==> config.mk <==
export PLATFORM = sky130hd
export DESIGN_NAME = trap_ctrl
export DESIGN_NICKNAME = d
export VERILOG_FILES = /design/src/rtl/trap_ctrl.sv
export SDC_FILE = /design/constraint.sdc
export NUM_CORES = 1
export LEC_CHECK = 0
export ABC_AREA = 0
export CAP_MARGIN = 5
export CORE_AREA = 8 8 138 127
export CTS_CLUSTER_DIAMETER = 80
export DETAILED_ROUTE_END_ITERATION = 16
export DIE_AREA = 0 0 146 135
export PLACE_DENSITY = 0.85
export SLEW_MARGIN = 20
export SYNTH_ARGS = -nofsm -noshare
export SYNTH_HDL_FRONTEND = slang
export SYNTH_SLANG_ARGS = --single-unit
==> constraint.sdc <==
create_clock -name clk -period 1.4 [get_ports clk]
set_input_delay 0.14 -clock clk [delete_from_list [all_inputs] [get_ports clk]]
set_output_delay 0.14 -clock clk [all_outputs]
set_load 0.05 [all_outputs]
==> src/rtl/trap_ctrl.sv <==
`default_nettype none
// ============================================================================
// Module   : trap_ctrl
// Brief    : Pipeline redirect arbiter, hold/flush generator and M-mode
//            trap entry / mret exit sequencer driving one CSR write port.
// Revision : 1.0
// ============================================================================
module trap_ctrl #(
    parameter int          RST_STATE_W    = 3,
    parameter logic [31:0] MCAUSE_EXT_INT = 32'h8000_000B
) (
    input  logic        clk,
    input  logic        rst_n,
    input  logic        ex_jump_req,
    input  logic [31:0] ex_jump_addr,
    input  logic        ex_exc_req,
    input  logic [31:0] ex_exc_pc,
    input  logic [31:0] ex_exc_cause,
    input  logic        mret_req,
    input  logic        int_req,
    input  logic [31:0] int_pc,
    input  logic        mem_stall,
    input  logic [31:0] csr_mtvec,
    input  logic [31:0] csr_mepc,
    input  logic [31:0] csr_mstatus,
    output logic        br_taken,
    output logic [31:0] br_target,
    output logic        hold_flag_if,
    output logic        flush_id,
    output logic        flush_ex,
    output logic        csr_we,
    output logic [11:0] csr_waddr,
    output logic [31:0] csr_wdata,
    output logic        trap_busy
);

    typedef enum logic [RST_STATE_W-1:0] {
        S_IDLE,
        S_SAVE_MEPC,
        S_SAVE_MCAUSE,
        S_SAVE_MSTATUS,
        S_RESTORE_MSTATUS,
        S_REDIRECT
    } state_t;

    localparam logic [11:0] C_ADDR_MSTATUS = 12'h300;
    localparam logic [11:0] C_ADDR_MEPC    = 12'h341;
    localparam logic [11:0] C_ADDR_MCAUSE  = 12'h342;
    localparam logic        C_KIND_TRAP    = 1'b0;
    localparam logic        C_KIND_RET     = 1'b1;

    state_t      r_state;
    logic [31:0] r_mepc;
    logic [31:0] r_mcause;
    logic        r_kind;

    logic w_idle;
    logic w_int_en;
    logic w_exc_start;
    logic w_ret_start;
    logic w_int_start;
    logic w_jump_only;
    logic w_start;

    // Fixed-priority arbitration of the IDLE-cycle request sources.
    always_comb begin
        w_idle      = (r_state == S_IDLE);
        w_int_en    = int_req & csr_mstatus[3];
        w_exc_start = w_idle & ex_exc_req;
        w_ret_start = w_idle & ~ex_exc_req & mret_req;
        w_int_start = w_idle & ~ex_exc_req & ~mret_req & w_int_en;
        w_jump_only = w_idle & ~ex_exc_req & ~mret_req & ~w_int_en & ex_jump_req;
        w_start     = w_exc_start | w_ret_start | w_int_start;
    end

    always_ff @(posedge clk) begin
        if (!rst_n) begin
            r_state  <= S_IDLE;
            r_mepc   <= 32'h0;
            r_mcause <= 32'h0;
            r_kind   <= C_KIND_TRAP;
        end else begin
            case (r_state)
                S_IDLE: begin
                    if (w_exc_start) begin
                        r_mepc   <= ex_exc_pc;
                        r_mcause <= ex_exc_cause;
                        r_kind   <= C_KIND_TRAP;
                        r_state  <= S_SAVE_MEPC;
                    end else if (w_ret_start) begin
                        r_kind   <= C_KIND_RET;
                        r_state  <= S_RESTORE_MSTATUS;
                    end else if (w_int_start) begin
                        // A jump retiring alongside the interrupt is where execution resumes.
                        r_mepc   <= ex_jump_req ? ex_jump_addr : int_pc;
                        r_mcause <= MCAUSE_EXT_INT;
                        r_kind   <= C_KIND_TRAP;
                        r_state  <= S_SAVE_MEPC;
                    end
                end
                S_SAVE_MEPC:       r_state <= S_SAVE_MCAUSE;
                S_SAVE_MCAUSE:     r_state <= S_SAVE_MSTATUS;
                S_SAVE_MSTATUS:    r_state <= S_REDIRECT;
                S_RESTORE_MSTATUS: r_state <= S_REDIRECT;
                S_REDIRECT:        r_state <= S_IDLE;
                default:           r_state <= S_IDLE;
            endcase
        end
    end

    // Outputs are gated by rst_n so an aborted sequence emits nothing in the reset cycle.
    always_comb begin
        br_taken     = 1'b0;
        br_target    = 32'h0;
        hold_flag_if = 1'b0;
        flush_id     = 1'b0;
        flush_ex     = 1'b0;
        csr_we       = 1'b0;
        csr_waddr    = 12'h0;
        csr_wdata    = 32'h0;
        trap_busy    = 1'b0;
        if (rst_n) begin
            trap_busy    = ~w_idle;
            hold_flag_if = mem_stall | w_start | (~w_idle & (r_state != S_REDIRECT));
            flush_id     = ~w_idle | w_start | w_jump_only;
            flush_ex     = ~w_idle | w_start | w_jump_only;
            case (r_state)
                S_IDLE: begin
                    if (w_jump_only) begin
                        br_taken  = 1'b1;
                        br_target = ex_jump_addr;
                    end
                end
                S_SAVE_MEPC: begin
                    csr_we    = 1'b1;
                    csr_waddr = C_ADDR_MEPC;
                    csr_wdata = r_mepc;
                end
                S_SAVE_MCAUSE: begin
                    csr_we    = 1'b1;
                    csr_waddr = C_ADDR_MCAUSE;
                    csr_wdata = r_mcause;
                end
                S_SAVE_MSTATUS: begin
                    csr_we    = 1'b1;
                    csr_waddr = C_ADDR_MSTATUS;
                    csr_wdata = {csr_mstatus[31:8], csr_mstatus[3], csr_mstatus[6:4],
                                 1'b0, csr_mstatus[2:0]};
                end
                S_RESTORE_MSTATUS: begin
                    csr_we    = 1'b1;
                    csr_waddr = C_ADDR_MSTATUS;
                    csr_wdata = {csr_mstatus[31:8], 1'b1, csr_mstatus[6:4],
                                 csr_mstatus[7], csr_mstatus[2:0]};
                end
                S_REDIRECT: begin
                    br_taken  = 1'b1;
                    br_target = (r_kind == C_KIND_RET) ? csr_mepc : {csr_mtvec[31:2], 2'b00};
                end
                default: ;
            endcase
        end
    end

endmodule
`default_nettype wire

== Word level (Yosys, flattened, before mapping) ==
Index checks and enable logic that the tools add are counted.

* Word-level logic and storage cells: 68
* Output and inout bits: 82
* Register bits after elaboration: 68

* Bitwise gates (word level): 19
* Reduce and logical (&&, ||, !) cells: 7
* Equal/unequal tests: 8
* Muxes and demuxes: 30

{| class="wikitable"
|+ Operator list
! operator !! count
|-
| $mux W32 || 11
|-
| $pmux W32 S4 || 1
|-
| $pmux W32 S2 || 1
|-
| $pmux W10 S3 || 1
|-
| $pmux W3 S4 || 1
|-
| $mux W1 || 10
|-
| $mux W10 || 1
|-
| $and A1 B1 Y1 || 9
|-
| $mux W3 || 3
|-
| $eq A3 B2 Y1 const B || 2
|-
| $eq A3 B3 Y1 const B || 2
|-
| $or A1 B1 Y1 || 6
|-
| $ne A4 B1 Y1 const B || 1
|-
| $not A1 Y1 || 4
|-
| $reduce_or A4 Y1 || 1
|-
| $eq A3 B1 Y1 const B || 1
|-
| $logic_not A3 Y1 || 1
|-
| $ne A3 B3 Y1 const B || 1
|-
| $reduce_and A3 Y1 || 1
|-
| $reduce_bool A3 Y1 || 1
|-
| $ne A2 B2 Y1 const B || 1
|-
| $pmux W1 S2 || 1
|-
| $reduce_and A2 Y1 || 1
|-
| $reduce_bool A2 Y1 || 1
|-
| $reduce_or A2 Y1 || 1
|}

== Depth between registers and ports, before layout ==
Gate-level depths: netlist (run 1).

* Word-level depth: 8
* Mapped depth: 7
* Mapped depth without buffers: 3

== Worst setup path after synthesis (run 1) ==
Ideal clock, no wire load.

* Path type: register -> output
* Start: register r_state[1]
* End: output flush_id
* Cell stages (with the launch flop): 7
* Path buffers: 4
* Data arrival time: 2088 ps
* Path slack: -828 ps
* Cell sequence: dfxtp_1 > buf_6 > nor3_2 > buf_2 > buf_2 > a31oi_1 > buf_4

* Longest elaborated chain between the ends: 8
* Elaborated cells between the ends (all ways): 14
* Classes of those cells: mux: 1; bitwise: 12; reduce/logical: 1

{| class="wikitable"
|+ RTL lines
! what !! RTL line !! text
|-
| start: declaration || 52 || <nowiki>state_t r_state;</nowiki>
|-
| start signal: assignment || 78 || <nowiki>r_state <= S_IDLE;</nowiki>
|-
| start signal: assignment || 89 || <nowiki>r_state <= S_SAVE_MEPC;</nowiki>
|-
| start signal: assignment || 92 || <nowiki>r_state <= S_RESTORE_MSTATUS;</nowiki>
|-
| $logic_not A3 Y1 * || 67 || <nowiki>w_idle = (r_state == S_IDLE);</nowiki>
|-
| $and A1 B1 Y1 || 70, 71, 72 ||
|-
| $and A1 B1 Y1, on equally long branches || 70, 71, 72 ||
|-
| $or A1 B1 Y1 or $and A1 B1 Y1 (tied branches) || 73, 71 ||
|-
| $or A1 B1 Y1 || 73 || <nowiki>w_start = w_exc_start | w_ret_start | w_int_start;</nowiki>
|-
| $or A1 B1 Y1 || - ||
|-
| $or A1 B1 Y1 * || - ||
|-
| $mux W1 * || - ||
|-
| end: declaration || 29 || <nowiki>output logic flush_id,</nowiki>
|}

Every way passes the cells marked *; elsewhere a longest branch is shown, timed or not.

== Worst setup path after layout (run 1) ==
* Start: register r_state[1]
* End: output csr_wdata[10]

* Longest elaborated chain between the ends: 3
* Elaborated cells between the ends (all ways): 6
* Classes of those cells: eq/ne: 4; mux: 2

{| class="wikitable"
|+ RTL lines
! what !! RTL line !! text
|-
| $eq A3 B3 Y1 (tied with other cells) || 127 || <nowiki>case (r_state)</nowiki>
|-
| $pmux W32 S4 * || 127 ||
|-
| $mux W32 * || 122 || <nowiki>if (rst_n) begin</nowiki>
|-
| end: declaration || 33 || <nowiki>output logic [31:0] csr_wdata,</nowiki>
|}

Marks and branches as above.

==> results.sh, run 1 <==
export IMPL_status="finished with violations"
export IMPL_failed_checks="negative setup slack"
export IMPL_vias=6451
export IMPL_fin_nets=1178
export IMPL_synth_most_common_cell="mux2_2"
export IMPL_cts_max_level=3
export IMPL_numCtsBuffers=9
export IMPL_drv_cap=0
export IMPL_max_stage_delay_ns=0.37
export IMPL_grtUsageTotal=0.269
export IMPL_clock_root_buffer="clkbuf_16"
export IMPL_seq_area_frac_synth=0.271
export IMPL_rsz0062_at_grt="yes"
export IMPL_grt_pass1_wl_um=41300
export IMPL_hold_viol=0
export IMPL_criticalPathCategory="reg -> out"
export IMPL_setup_viol=140
export IMPL_die_w_um=146
export IMPL_synth_area_um2=5030
export IMPL_place_congestion=0.876
export IMPL_yosys_top_cells_area="dfxtp_1 (27%), mux2_2 (21%), a21oi_1 (6.8%), mux2i_1 (6.4%), o2bb2ai_1 (5.6%)"
export IMPL_synth_edff_count=0
export IMPL_die_y_um=135
export IMPL_slew_violations=0
export IMPL_required_ns=1.26
export IMPL_grt_max_degree=61
export IMPL_dp_worst_setup_slack_ns=-0.555
export IMPL_reg2reg_from="r_state[1]"
export IMPL_syn2layout_area_growth_pct=133
export IMPL_crit_arrival_ns=1.89
export IMPL_power_leakage_nw=4.15
export IMPL_crit_path_max_fanout=9
export IMPL_grt_pass1_vias=6736
export IMPL_synth_area_per_cell_um2=8.81
export IMPL_synthArstFlopShare=0
export IMPL_synth_seq_cells=68
export IMPL_hp_class="in -> reg"
export IMPL_drc=0
export IMPL_r2r_setup_slack_ns=-0.53
export IMPL_routed_wirelength_um=29400
export IMPL_antenna_found_initial=2
export IMPL_hold_ws_ns=0.400
export IMPL_synth_warnings=0
export IMPL_grt_ovfl_total=0
export IMPL_ios=313
export IMPL_fp_coreArea_um2=15200
export IMPL_hold_end="r_mcause[20]"
export IMPL_ir_worst_vdd_mv=0.832
export IMPL_synth_top_flop_cell="dfxtp_1"
export IMPL_dr_pass1_iters=5
export IMPL_cts_sinks=68
export IMPL_rr_worst_depth=7
export IMPL_min_delay_path_depth=2
export IMPL_worstHoldStart="ex_exc_cause[20]"
export IMPL_design_area_um2=11700
export IMPL_insertion_delay_ns=0.33
export IMPL_start_util=0.331
export IMPL_wire_per_inst_um=25.5
export IMPL_critPathBufInv=4
export IMPL_ant_nets=0
export IMPL_viasPerCell=5.59
export IMPL_rows=43
export IMPL_start_kind="flip-flop"
export IMPL_rr_endpoint="r_mcause[18]"
export IMPL_power_mw=12.4
export IMPL_cts_buffer_depth=2
export IMPL_fmax_mhz=492
export IMPL_post_route_period_util=1.45
export IMPL_place_area_um2=9970
export IMPL_crit_slowest_cell="dfxtp_4"
export IMPL_path_cells="buf_12, nor3b_4, buf_6, buf_6, a22oi_2, a21oi_4, buf_12"
export IMPL_fin_ws_ns=-0.633
export IMPL_synth_top_area_frac=0.271
export IMPL_fin_skew_ns=0.00669
export IMPL_p_per_area_nw_per_um2=1060
export IMPL_cp_top_family="buffers and inverters"
export IMPL_port_buffers=303
export IMPL_dp_final_hpwl_um=19400
export IMPL_end_kind="output port"
export IMPL_ys_types=42
export IMPL_dieArea_um2=19700
export IMPL_fill_cells=896
export IMPL_synth_largest_area_cell="dfxtp_1"
export IMPL_syn_inst=571
export IMPL_clk_pin_slew_worst_paths_ns=0.06
export IMPL_yosys_top_cells_count="mux2_2 (93), a21oi_1 (68), dfxtp_1 (68)"
export IMPL_drt_iter0_drc=310
export IMPL_layout_min_cycle_time_ns=2.03
export IMPL_drive_gt1_frac=0.492
export IMPL_cts_tree="built"
export IMPL_tns_ns=-70.51
## cell families after synthesis
family | synth area share
muxes | 0.272
and+or+nand+nor | 0.130
DFF | 0.271
buffers and inverters | 0.0779
AOI/OAI and AO/OA | 0.248
other | 0.000746
## worst max path at each step
stage | endpoint | cells past startpoint | slack, ns | from
6_report | csr_wdata[10] | 7 | -0.63 | r_state[1]
5_1_grt | br_target[14] | 8 | -0.69 | r_state[1]
4_1_cts | br_target[5] | 7 | -0.65 | r_state[1]
3_5_place_dp | br_target[19] | 7 | -0.55 | ex_exc_req
3_3_place_gp | br_target[22] | 7 | -0.49 | ex_exc_req
2_1_floorplan | csr_waddr[9] | 6 | -0.41 | r_state[1]
## state kept, by name, indices dropped and copies added (netlist names)
register	flops
r_kind	1
r_mepc	32
r_state	3
r_mcause	32
## power by group
| group | switching (mW) | internal, mW |
|---|---|---|
| clock network | 0.825 | 1.36 |
| registers | 0.310 | 2.30 |
| logic | 3.63 | 3.96 |
| total | 4.77 | 7.62 |
## per-stage QoR
stage / instances / util
2_1_floorplan: 577 / -
3_3_place_gp: 1090 / 0.657
3_5_place_dp: 1090 / 0.657
4_1_cts: 1136 / 0.740
5_1_grt: 1154 / 0.772
6_report: 1154 / 0.772
## cells in the final DEF, fill, tap and decap left out, drive strengths merged, types with 3 or more instances in the layout
cell | synthesis | final
a22oi | 23 | 23
a21oi | 68 | 68
a32oi | 7 | 7
nand4 | 32 | 32
conb | 1 | 7
o21ai | 4 | 4
nand3 | 26 | 26
mux2 | 93 | 93
a22o | 28 | 28
nand2 | 42 | 42
a31oi | 3 | 3
nand3b | 3 | 3
clkbuf | 40 | 16
nor2b | 4 | 4
clkdlybuf4s50 | 0 | 227
nand2b | 3 | 3
o221a | 4 | 4
mux2i | 32 | 32
buf | 32 | 200
nor2 | 6 | 6
inv | 4 | 3
o2bb2ai | 32 | 32
dfxtp | 68 | 68
## final cells by class
cell class	count	area, um^2	share of cell area
Antenna cell	2	5.00	0.000427
Clock buffer	12	236	0.0202
Clock inverter	2	37.5	0.00320
Inverter	5	30.0	0.00256
Multi-Input combinational cell	432	4630	0.395
Sequential cell	68	1370	0.117
Tap cell	202	253	0.0216
Timing Repair Buffer	431	5160	0.440
## routing by layer
| metal | vias to the layer above | GRT usage | wire, um |
|---|---|---|---|
| li1 | 2941 | - | - |
| met1 | 3129 | 0.301 | 11200 |
| met2 | 317 | 0.489 | 15300 |
| met3 | 64 | 0.0659 | 2050 |
| met4 | 0 | 0.0961 | 866 |
| met5 | - | 0 | 0 |
## timing repair
action,4_1_cts,5_1_grt
pin swaps,20,52
endpoints found under the setup margin,140,140
cloned,11,5
hold buffers,0,0
setup buffers,23,18
endpoints found under the hold margin,0,0
gates resized for setup,114,79
No activity file was read; power rests on OpenSTA's default activity.
==> inputs of run 2 (changes only) <==
CORE_AREA = 2 2 132 121   (was 8 8 138 127)
DIE_AREA = 0 0 134 123   (was 0 0 146 135)
PLACE_DENSITY = 0.77   (was 0.85)
==> run 2 against run 1 <==
  * The run still ends with negative setup slack left
  * Utilization is 2.6 points lower
  * Combinational power is 11% lower
  * Wire length is 19% lower
  * Sequential power hardly changed
==> results.sh, run 2 (synthesis results as in run 1) <==
export IMPL_status="finished with violations"
export IMPL_failed_checks="negative setup slack"
export IMPL_ant_nets=0
export IMPL_die_y_um=123
export IMPL_grt_pass1_wl_um=33400
export IMPL_fin_ws_ns=-0.573
export IMPL_die_w_um=134
export IMPL_required_ns=1.68
export IMPL_dieArea_um2=16500
export IMPL_max_stage_delay_ns=0.55
export IMPL_fmax_mhz=507
export IMPL_grtUsageTotal=0.261
export IMPL_hp_class="in -> reg"
export IMPL_cp_top_family="simple AND/OR/NAND/NOR gates"
export IMPL_dp_cells=1073
export IMPL_routed_wirelength_um=23900
export IMPL_crit_path_max_fanout=7
export IMPL_cp_common_cell="buf_6"
export IMPL_post_route_period_util=1.41
export IMPL_clk_pin_slew_worst_paths_ns=0.06
export IMPL_ios=313
export IMPL_diodes=0
export IMPL_cts_buffer_depth=2
export IMPL_hold_buffers=0
export IMPL_drt_iter0_drc=267
export IMPL_syn2layout_area_growth_pct=124
export IMPL_place_congestion=0.894
export IMPL_slew_violations=0
export IMPL_hold_viol=0
export IMPL_drive_gt1_frac=0.460
export IMPL_ir_worst_vdd_mv=0.876
export IMPL_end_kind="flip-flop"
export IMPL_cts_max_level=3
export IMPL_fin_skew_ns=0.00516
export IMPL_fin_nets=1140
export IMPL_setup_viol=139
export IMPL_final_cell_mix="clkdlybuf4s50_1 (227), mux2_2 (77), buf_12 (66), dfxtp_1 (65), a21oi_4 (59)"
export IMPL_vias=6031
export IMPL_criticalPathCategory="reg -> reg"
export IMPL_grt_ovfl_total=0
export IMPL_p_per_area_nw_per_um2=1040
export IMPL_dp_final_hpwl_um=16800
export IMPL_crit_slowest_cell="or4b_4"
export IMPL_layout_min_cycle_time_ns=1.97
export IMPL_power_leakage_nw=3.96
export IMPL_wire_per_inst_um=21.4
export IMPL_critPathBufInv=5
export IMPL_grt_pass1_vias=5894
export IMPL_clock_root_buffer="clkbuf_16"
export IMPL_antenna_found_initial=0
export IMPL_rsz0062_at_grt="yes"
export IMPL_rows=43
export IMPL_insertion_delay_ns=0.33
export IMPL_dr_pass1_iters=5
export IMPL_fp_coreArea_um2=15100
export IMPL_port_buffers=303
export IMPL_path_cells="buf_8, buf_6, or4b_4, buf_12, nor2_8, buf_6, buf_16, a22o_1"
export IMPL_start_util=0.333
export IMPL_drc=0
export IMPL_drv_cap=0
export IMPL_layout_commonest_cell="clkdlybuf4s50_1"
export IMPL_cts_tree="built"
export IMPL_cts_sinks=68
export IMPL_numCtsBuffers=9
export IMPL_grt_max_degree=36
export IMPL_instances_no_fill=1115
export IMPL_crit_arrival_ns=2.25
export IMPL_start_kind="flip-flop"
export IMPL_tns_ns=-66.78
export IMPL_top_regs="r_mcause: 32 flops, r_mepc: 32 flops, r_state: 3 flops"
export IMPL_viasPerCell=5.41
[run 2: cell count changes in the layout (fill, tap and decap cells not counted), sizes merged]
cell,delta
diode,-2
clkbuf,+6
buf,-43
clkinvlp,-1
bufbuf,+1
[run 2: final timing paths]
kind | from | to | slack (ns) | cells after the start
worst max-delay path | r_state[1] | r_mcause[5] | -0.57 | 8
worst min-delay path | ex_exc_cause[20] | r_mcause[20] | 0.41 | 2
worst max register to register | r_state[1] | r_mcause[5] | -0.57 | 8
worst min register to register | r_mcause[27] | r_mcause[27] | 0.47 | 1
[run 2: what timing repair did]
action / 4_1_cts / 5_1_grt
setup buffers: 6 / 14
resized for setup: 92 / 70
pin swaps: 23 / 62
endpoints found under the setup margin: 140 / 140
gates cloned: 4 / 9
[run 2: routing by layer]
metal	GRT usage	vias to the layer above	wire, um
met5	0	-	0
met3	0.0652	35	1790
met2	0.434	253	11700
met1	0.337	2883	9880
li1	-	2860	-
met4	0.0738	0	561
[run 2: layout make-up]
class                   instances  area [um^2]
clock inverters                 1         30.0
flip-flops and latches         68         1370
multi-input cells             432         4530
clock buffers                  14          274
well taps                     202          253
fillers                       980         3830
repair buffers                393         4800
inverters                       5         27.5
[run 2: where the power goes]
group,internal [mW],switching (mW),total (mW)
combinational,3.55,3.20,6.75
clock,1.52,0.826,2.34
sequential,2.30,0.329,2.63
total,7.37,4.36,11.7
[run 2: worst register-to-register path, cell delays in order, from the launching register on]
cell and delay [ns]:
dfxtp_4 0.38, buf_8 0.15, buf_6 0.11, or4b_4 0.55
buf_12 0.17, nor2_8 0.17, buf_6 0.14, buf_16 0.12
a22o_1 0.14
[run 2: metrics by stage]
step	hold slack [ns]	cell area, um^2	utilization	worst slack (ns)	total power, mW
floorplan	0.273	5950	-	-0.406	5.81
global placement	0.447	9890	0.654	-0.535	8.02
detailed placement	0.450	9890	0.654	-0.570	8.08
CTS	0.404	10700	0.711	-0.579	11.0
global route	0.406	11300	0.746	-0.666	12.2
finish	0.415	11300	0.746	-0.573	11.7
==> inputs of run 3 (changes only) <==
clock period = 1.6 ns   (was 1.4 ns; I/O delays follow)
==> run 3 against run 2 <==
  * The run still ends with negative setup slack left
  * Sequential power down 13%
  * Via count up 5.0%
  * Setup slack better by 0.099 ns
  * First-iteration DRC count up 12%
  * Die area unchanged
  * Non-clock buffer count up 31
  * Combinational power down 2%
  * Critical path depth unchanged
  * Final cell count up 3.0%
  * Flip-flop and latch count unchanged
  * Critical endpoint is now br_target[27]
==> results.sh, run 3 (synthesis results as in run 1) <==
export IMPL_insertion_delay_ns=0.34
export IMPL_rr_endpoint="r_mepc[28]"
export IMPL_grt_pass1_wl_um=36600
export IMPL_drive_gt1_frac=0.502
export IMPL_cts_tree="built"
export IMPL_fp_coreArea_um2=15100
export IMPL_drt_iter0_drc=300
export IMPL_rows=43
export IMPL_wire_per_inst_um=23.1
export IMPL_dieArea_um2=16500
export IMPL_reg2reg_from="r_state[0]"
export IMPL_hp_class="in -> reg"
export IMPL_top_regs="r_mcause: 32 flops, r_mepc: 32 flops, r_state: 3 flops"
export IMPL_dp_final_hpwl_um=17200
export IMPL_max_stage_delay_ns=0.37
export IMPL_clk_pin_slew_worst_paths_ns=0.06
export IMPL_r2r_setup_slack_ns=-0.45
export IMPL_drv_cap=0
export IMPL_die_y_um=123
export IMPL_die_w_um=134
export IMPL_rr_worst_depth=8
export IMPL_rsz0062_at_grt="yes"
export IMPL_cts_max_level=3
export IMPL_crit_path_max_fanout=7
export IMPL_place_congestion=0.847
export IMPL_fmax_mhz=482
export IMPL_syn2layout_area_growth_pct=139
export IMPL_p_per_area_nw_per_um2=915
export IMPL_criticalPathCategory="reg -> out"
export IMPL_clock_root_buffer="clkbuf_16"
export IMPL_fin_ws_ns=-0.474
export IMPL_tns_ns=-52.07
export IMPL_start_kind="flip-flop"
export IMPL_fin_skew_ns=0.00585
export IMPL_slew_violations=0
export IMPL_hold_viol=0
export IMPL_min_delay_path_depth=2
export IMPL_hold_end="r_mcause[15]"
export IMPL_required_ns=1.44
export IMPL_place_area_um2=10000
export IMPL_cts_sinks=68
export IMPL_crit_slowest_cell="dfxtp_4"
export IMPL_dp_worst_setup_slack_ns=-0.388
export IMPL_ant_nets=0
export IMPL_design_area_um2=12000
export IMPL_power_leakage_nw=4.23
export IMPL_path_cells="buf_12, and3b_2, buf_12, o21ai_4, buf_12, clkbuf_16, a21oi_4, buf_8"
export IMPL_port_buffers=303
export IMPL_cts_buffer_depth=2
export IMPL_grt_ovfl_total=0
export IMPL_routed_wirelength_um=26500
export IMPL_fin_nets=1171
export IMPL_grt_pass1_vias=6561
export IMPL_grt_max_degree=36
export IMPL_drc=0
export IMPL_failed_checks="negative setup slack"
export IMPL_layout_min_cycle_time_ns=2.07
export IMPL_crit_arrival_ns=1.91
export IMPL_vias=6333
export IMPL_final_cell_mix="clkdlybuf4s50_1 (227), mux2_2 (90), buf_12 (87), dfxtp_1 (65), a21oi_4 (59)"
export IMPL_end_kind="output port"
export IMPL_start_util=0.333
export IMPL_status="finished with violations"
export IMPL_antenna_found_initial=1
export IMPL_worstHoldStart="ex_exc_cause[15]"
export IMPL_ios=313
export IMPL_layout_commonest_cell="clkdlybuf4s50_1"
export IMPL_cp_common_cell="buf_12"
export IMPL_setup_viol=139
export IMPL_viasPerCell=5.52
export IMPL_dr_pass1_iters=5
export IMPL_grtUsageTotal=0.289
export IMPL_hold_ws_ns=0.412
export IMPL_numCtsBuffers=9
export IMPL_ir_worst_vdd_mv=0.855
export IMPL_post_route_period_util=1.30
export IMPL_final_util=0.795
-- run 3: changes by cell type in the layout (fill, tap and decap cells not counted), moves of 3 or more --
cell / previous run / this run
mux2_4: 16 / 3
buf_12: 66 / 87
nand3_1: 23 / 13
mux2i_4: 4 / 10
o2bb2ai_2: 5 / 14
mux2i_2: 10 / 3
buf_6: 41 / 51
nand3_2: 2 / 10
clkinv_2: 0 / 4
o2bb2ai_1: 27 / 18
buf_8: 10 / 7
mux2_2: 77 / 90
-- run 3: repair_timing --
| item | CTS | global route |
|---|---|---|
| cloned | 12 | 6 |
| pin swaps | 77 | 70 |
| setup endpoints to repair | 139 | 140 |
| setup buffers | 21 | 20 |
| resized for setup | 126 | 96 |
| hold buffers | 0 | 0 |
-- run 3: layer usage --
| metal | track usage | share of wire | vias to the layer above |
|---|---|---|---|
| li1 | - | - | 2922 |
| met1 | 0.343 | 0.39 | 3065 |
| met2 | 0.505 | 0.51 | 286 |
| met3 | 0.0746 | 0.069 | 60 |
| met4 | 0.103 | 0.031 | 0 |
| met5 | 0 | 0 | - |
-- run 3: worst max-delay path by stage --
stage               start             to  slack [ns]  cells after the start
6_report       r_state[0]  br_target[27]       -0.47                      8
5_1_grt        r_state[0]     r_mepc[28]       -0.53                      8
4_1_cts        r_state[1]  csr_wdata[24]       -0.43                      8
3_5_place_dp   ex_exc_req  br_target[19]       -0.39                      7
3_3_place_gp   ex_exc_req  br_target[18]       -0.34                      7
2_1_floorplan  r_state[1]   csr_waddr[9]       -0.23                      6
-- run 3: worst max-delay path: cells and delay by family (launching register included) --
kind                   cells  cell delay [ns]
AO/OA/AOI/OAI              2             0.20
flip-flops                 1             0.37
buffers and inverters      5             0.77
AND/OR/NAND/NOR            1             0.23
-- run 3: per-stage QoR --
stage | cells | power, mW
4_1_cts | 1131 | 10.2
2_1_floorplan | 577 | 5.00
3_5_place_dp | 1084 | 7.07
5_1_grt | 1148 | 11.4
3_3_place_gp | 1084 | 7.02
6_report | 1148 | 11.0
-- run 3: cell type report --
| type | count | area (um^2) |
|---|---|---|
| inverter | 5 | 25.0 |
| timing repair buffer | 424 | 5350 |
| tap | 202 | 253 |
| multi-input combinational | 432 | 4710 |
| antenna | 1 | 2.50 |
| clock buffer | 11 | 253 |
| sequential | 68 | 1370 |
| clock inverter | 5 | 50.0 |
| fill | 886 | 3110 |
-- run 3: where the power goes --
| group | switching, mW | total [mW] | internal [mW] | leakage [nW] |
|---|---|---|---|---|
| clock network | 0.777 | 2.06 | 1.28 | 0.155 |
| logic | 3.13 | 6.64 | 3.51 | 3.52 |
| registers | 0.283 | 2.29 | 2.01 | 0.561 |
